==> src/rtl/ckt3_pkg.sv <==
// ==== ckt3_pkg: shared width default and result record for the unit-3 adder leaf. Rev 1.0 ====
`default_nettype none

package ckt3_pkg;

  localparam int DEFAULT_WIDTH = 4;

  // Result record at the default width, for downstream consumers that bundle adder outputs.
  typedef struct packed {
    logic [DEFAULT_WIDTH-1:0] sum;
    logic                     cout;
    logic                     ovf;
  } result_t;

  function automatic result_t pack_result(input logic [DEFAULT_WIDTH-1:0] sum,
                                          input logic cout,
                                          input logic ovf);
    result_t r;
    r.sum  = sum;
    r.cout = cout;
    r.ovf  = ovf;
    return r;
  endfunction

endpackage

`default_nettype wire

==> src/rtl/ckt3_ripple_adder_fa_cell.sv <==
// ==== fa_cell: one-bit full adder, the ripple element of ckt3_ripple_adder. Rev 1.0 ====
`default_nettype none

module fa_cell (
  input  logic a,
  input  logic b,
  input  logic ci,
  output logic s,
  output logic co
);

  logic w_p;

  assign w_p = a ^ b;
  assign s   = w_p ^ ci;
  assign co  = (a & b) | (ci & w_p);

endmodule

`default_nettype wire

==> src/rtl/ckt3_ripple_adder.sv <==
// ==== ckt3_ripple_adder: ripple-carry adder, registered sum/cout/ovf, 1-cycle latency. Rev 1.0 ====
`default_nettype none

module ckt3_ripple_adder
  import ckt3_pkg::*;
#(
  parameter int WIDTH = DEFAULT_WIDTH
) (
  input  logic             clk,
  input  logic             rst,
  input  logic             in_valid,
  input  logic [WIDTH-1:0] a,
  input  logic [WIDTH-1:0] b,
  input  logic             cin,
  output logic [WIDTH-1:0] s,
  output logic             cout,
  output logic             ovf,
  output logic             out_valid
);

  logic [WIDTH:0]   w_carry;
  logic [WIDTH-1:0] w_sum;
  logic             w_ovf;

  logic [WIDTH-1:0] r_sum;
  logic             r_cout;
  logic             r_ovf;
  logic             r_valid;

  assign w_carry[0] = cin;

  for (genvar i = 0; i < WIDTH; i++) begin : g_bit
    fa_cell u_fa (
      .a  (a[i]),
      .b  (b[i]),
      .ci (w_carry[i]),
      .s  (w_sum[i]),
      .co (w_carry[i+1])
    );
  end

  // Signed overflow: carry into the MSB cell disagrees with the carry out of it.
  assign w_ovf = w_carry[WIDTH] ^ w_carry[WIDTH-1];

  always_ff @(posedge clk) begin
    if (rst) begin
      r_sum   <= '0;
      r_cout  <= 1'b0;
      r_ovf   <= 1'b0;
      r_valid <= 1'b0;
    end else begin
      r_valid <= in_valid;
      if (in_valid) begin
        r_sum  <= w_sum;
        r_cout <= w_carry[WIDTH];
        r_ovf  <= w_ovf;
      end
    end
  end

  assign s         = r_sum;
  assign cout      = r_cout;
  assign ovf       = r_ovf;
  assign out_valid = r_valid;

endmodule

`default_nettype wire

==> config.mk <==
export PLATFORM = sky130hd
export DESIGN_NAME = ckt3_ripple_adder
export DESIGN_NICKNAME = d
export VERILOG_FILES = /design/src/rtl/ckt3_pkg.sv /design/src/rtl/ckt3_ripple_adder_fa_cell.sv /design/src/rtl/ckt3_ripple_adder.sv
export SDC_FILE = /design/constraint.sdc
export NUM_CORES = 1
export LEC_CHECK = 0
export ABC_CLOCK_PERIOD_IN_PS = 2500
export BUFFER_PORTS_ARGS = -buffer_cell sky130_fd_sc_hd__buf_2
export CELL_PAD_IN_SITES_DETAIL_PLACEMENT = 0
export CELL_PAD_IN_SITES_GLOBAL_PLACEMENT = 1
export CORE_AREA = 2 2 39 41
export CTS_BUF_LIST = sky130_fd_sc_hd__clkbuf_8 sky130_fd_sc_hd__clkbuf_16
export CTS_CLUSTER_DIAMETER = 50
export DETAILED_ROUTE_END_ITERATION = 10
export DIE_AREA = 0 0 41 43
export HOLD_SLACK_MARGIN = 0.02
export PLACE_DENSITY_LB_ADDON = 0.1
export SYNTH_ARGS = -nofsm -noshare
export SYNTH_HDL_FRONTEND = slang
export SYNTH_SLANG_ARGS = --single-unit
==> constraint.sdc <==
create_clock -name clk -period 2.5 [get_ports clk]
set_clock_uncertainty 0.15 [all_clocks]
set_input_delay 0.125 -clock clk [delete_from_list [all_inputs] [get_ports clk]]
set_output_delay 0.125 -clock clk [all_outputs]
set_load 0.05 [all_outputs]
Yosys cells after proc, flatten, opt, wreduce, memory -nomap -nowiden
Cells that the tools add are included.
{ "word_totals": {"elab_cells": 25, "output_inout_bits": 7, "reg_bits": 7, "input_bits": 12} }
{ "classes": {"n_bitwise": 21} }
{ "op_table": {"columns": ["operator", "n"], "rows": [
  ["1-bit bitwise XOR", 9],
  ["1-bit bitwise AND", 8],
  ["1-bit OR", 4]
]} }

Depth between registers and ports, before layout
{ "depth": {"depth_word": 10, "depth_mapped": 9, "mapped_depth_nobuf": 9} }

Cells and area by module
A second synthesis with hierarchy kept.
{ "unflattened": {"cells_unflattened": 26, "area_unflattened_um2": 331.6} }
{ "by_module_without_submodules": {"columns": ["module", "n_inst", "seq_area_each_um2", "cells_each", "area_each_um2"], "rows": [
  ["ckt3_ripple_adder", 1, 140.1, 22, 251.5],
  ["fa_cell", 4, 0.0, 1, 20.0]
]} }

Worst setup path before layout
Ideal clock, no wire load.
{ "synth_timing": {"path_type": "input port to flip-flop", "start": "input a[0]", "end": "register r_sum[3] (netlist: s[3])", "slack_ps": 427, "t_arrival_ps": 1837, "path_buffers": 0, "setup_ps": 86, "required_ps": 2264, "path_stages": 8, "cell_sequence": "fa_1 > inv_1 > fa_1 > inv_1 > fa_1 > inv_1 > fa_1 > a211oi_1"} }
{ "synth_between": {"elab_chain_cells": 8, "elab_cells_between_ends": 9, "cone_classes": "9 x bitwise"} }
{ "synth_rtl": {"columns": ["element", "line", "text"], "rows": [
  ["start, declared", "ckt3_ripple_adder.sv:12", "input logic [WIDTH-1:0] a,"],
  ["1-bit bitwise XOR", "ckt3_ripple_adder_fa_cell.sv:14", "assign w_p = a ^ b;"],
  ["1-bit bitwise AND", "ckt3_ripple_adder_fa_cell.sv:16", "assign co = (a & b) | (ci & w_p);"],
  ["1-bit OR (*)", "ckt3_ripple_adder_fa_cell.sv:16", null],
  ["1-bit bitwise AND (*)", "ckt3_ripple_adder_fa_cell.sv:16", null],
  ["1-bit OR (*)", "ckt3_ripple_adder_fa_cell.sv:16", null],
  ["1-bit bitwise AND (*)", "ckt3_ripple_adder_fa_cell.sv:16", null],
  ["1-bit OR (*)", "ckt3_ripple_adder_fa_cell.sv:16", null],
  ["1-bit bitwise XOR (*)", "ckt3_ripple_adder_fa_cell.sv:15", "assign s = w_p ^ ci;"],
  ["end signal, assigned", "ckt3_ripple_adder.sv:54", "r_sum <= w_sum;"],
  ["end, declared", "ckt3_ripple_adder.sv:25", "logic [WIDTH-1:0] r_sum;"]
]} }
Every way passes the cells marked *; elsewhere a longest branch is shown, timed or not.
A chain may end at the register's enable or synchronous reset.

Worst setup path in the final report
Ends and elaborated chain as after synthesis.

==> qor.csv <==
metric,value,unit
switching_share,0.305,
core_area,0.00138,mm²
synth_edf_count,0,
synth.distinct_cells,12,
critical_path.max_fanout,2,
slowest_delay,0.42,ns
die_x,41,µm
tns,0,ns
muxShareOfSynthArea,0.0554,
initial_utilization,0.261,
placed_cells,66,
synth_compound_area_frac,0.0830,
cts.sinks,7,
tightestPinTransition,0.251,ns
diodes,0,
netlist_top_cells_count,"7 x dfxtp_1, 7 x inv_1, 4 x fa_1, 3 x a211oi_1, 3 x nor2_1",
path_class,input port to flip-flop,
p_clk_frac,0.410,
wl_per_cell,9.66,µm
cts_tree,built,
internal_power,0.260,mW
r2r_slack,1.66,ns
cts_buffer_depth,2,
slowest_stage,fa_1,
synthCells,33,
hp-class,input port to flip-flop,
cts_buffers,3,
design_area,505,µm²
first_pass_iters,2,
yosys_warnings,0,
placed_area,460,µm²
syn-num-nets,49,
first_global_vias,267,
start_kind,input port,
synth-seq-area-share,0.388,
syn_to_final_growth,39.8,%
drive_above_1_share,0.444,
post-route-period-util,0.817,
p_seq_frac,0.341,
synth_top_area_frac,0.388,
power_switching,0.114,mW
synth_ff_type,dfxtp_1,
ys_ff_latch,7,
drv_cap,0,
fp.dieH,43,µm
final-hold-violation-count,0,
drt_wl_total,676,µm
dieArea,0.00176,mm²
critPathBufInv,4,
grt_util_all_layers,0.0995,
status,finished clean,
yosys.area_share.simple,0.125,
post-cts-setup-buffers,0,
place.gp.congestion,0.635,
nNetsFinal,71,
io_buffer_count,18,
grt_start_max_net_pins,11,
netlist_area,362,µm²
via_count,283,
setup_viol,0,
arrival,2.03,ns
power_leakage,0.274,nW
fin_crit,2.04,ns
grt_pass1_wl,1070,µm
synth_top_family_by_area,adder cells,
grt_setup_unrepaired,false,
pwr-share-comb,0.249,
drc,0,
ir_drop,0.328,mV
viasPerCell,4.04,
cts-resized-gates,0,
synth_fa_ha_area_frac,0.221,
power_density,739,mW/mm²
synth-xor-area-share,0.0242,
gr-total-overflow,0,
crit_family,adder cells,
cts-htree-levels,1,
slew_headroom,0.834,
drv_slew,0,
async_reset_ff_frac,0,
avgSynthCellArea,11.0,µm²
hpwlAfterDp,555,µm
insertion_delay,0.22,ns
cts.clk_slew.worst_paths,0.04,ns
ioPinCount,19,
cts-hold-fix-buffers,0,
required,2.49,ns
antenna_found_initial,0,
ant_nets,0,
synthTopCellsByArea,"dfxtp_1 39%, fa_1 22%, inv_1 7.3%, a211oi_1 6.2%, mux2i_1 5.5%",
fmax,0.490,GHz
fin_cells,70,
synth.largest_area_cell,dfxtp_1,
crit_chain,"buf_2, fa_1, inv_1, fa_1, inv_1, fa_1, inv_1, fa_1, a211oi_1",
drt_iter0_drc,4,
rows,14,
ctsRootBufferMaster,clkbuf_8,
crit_top_cell,fa_1,
end_kind,flip-flop,
-- cell usage in the layout (no fill, tap or decap) --
master and instances:
nor2_2 2, dfxtp_1 7, a21o_1 1, nor2b_4 1, xnor2_1 1, clkbuf_8 3
nor3b_1 1, buf_2 18, nor2_1 3, inv_1 8, mux2i_1 2, a211oi_1 3
fa_1 4
-- metrics by stage --
stage | total power, mW | utilization | hold WS (ns) | setup WS [ns]
2_1_floorplan | 0.198 | - | 0.0432 | 0.427
3_3_place_gp | 0.221 | 0.333 | 0.264 | 0.238
3_5_place_dp | 0.224 | 0.333 | 0.270 | 0.210
4_1_cts | 0.381 | 0.365 | 0.0320 | 0.434
5_1_grt | 0.400 | 0.365 | 0.0409 | 0.366
6_report | 0.374 | 0.365 | 0.0337 | 0.457
-- power groups by stage --
| stage | Combinational (mW) | Sequential, mW | Clock, mW |
|---|---|---|---|
| after detailed placement | 0.0950 | 0.129 | 0 |
| after global routing | 0.102 | 0.128 | 0.170 |
| final | 0.0931 | 0.127 | 0.153 |
| after CTS | 0.0950 | 0.128 | 0.159 |
| after floorplan | 0.0328 | 0.165 | 0 |
| after global placement | 0.0927 | 0.128 | 0 |
-- layer usage --
| layer | GRT usage | share of wire | up-vias |
|---|---|---|---|
| li1 | - | - | 142 |
| met1 | 0.107 | 0.38 | 124 |
| met2 | 0.131 | 0.46 | 14 |
| met3 | 0.0942 | 0.14 | 3 |
| met4 | 0.0400 | 0.0089 | 0 |
| met5 | 0 | 0 | - |
-- cell type report --
| type | count | area [µm²] |
|---|---|---|
| Fill cell | 147 | 878 |
| Multi-Input combinational cell | 18 | 184 |
| Sequential cell | 7 | 140 |
| Timing Repair Buffer | 18 | 90.1 |
| Clock buffer | 3 | 41.3 |
| Inverter | 7 | 26.3 |
| Tap cell | 16 | 20.0 |
| Clock inverter | 1 | 3.75 |
-- flip-flops by register name, indices dropped and copies added (netlist names) --
name and flops:
out_valid 1, cout 1, s 4, ovf 1
-- worst reg2reg max path: cells and delay by family (launching register included) --
| kind | cells | cell delay, ns |
|---|---|---|
| DFF | 1 | 0.30 |
| AOI/OAI and AO/OA | 1 | 0.15 |
| and+or+nand+nor | 1 | 0.13 |
-- cell families after synthesis --
family | after synthesis
AO/OA/AOI/OAI | 4
buffers and inverters | 8
multiplexers | 2
XOR/XNOR | 1
flip-flops | 7
adder cells (fa/ha/maj) | 4
AND/OR/NAND/NOR | 7
-- final timing paths --
path | from | end | depth (start not counted)
setup / recovery | a[0] | s[3]$_SDFFE_PP0P_ | 9
hold / removal | rst | out_valid$_SDFF_PP0_ | 2
setup reg to reg | ovf$_SDFFE_PP0P_ | ovf$_SDFFE_PP0P_ | 2
hold reg to reg | cout$_SDFFE_PP0P_ | cout$_SDFFE_PP0P_ | 2
Note: power is estimated with default switching activity, not from simulation.
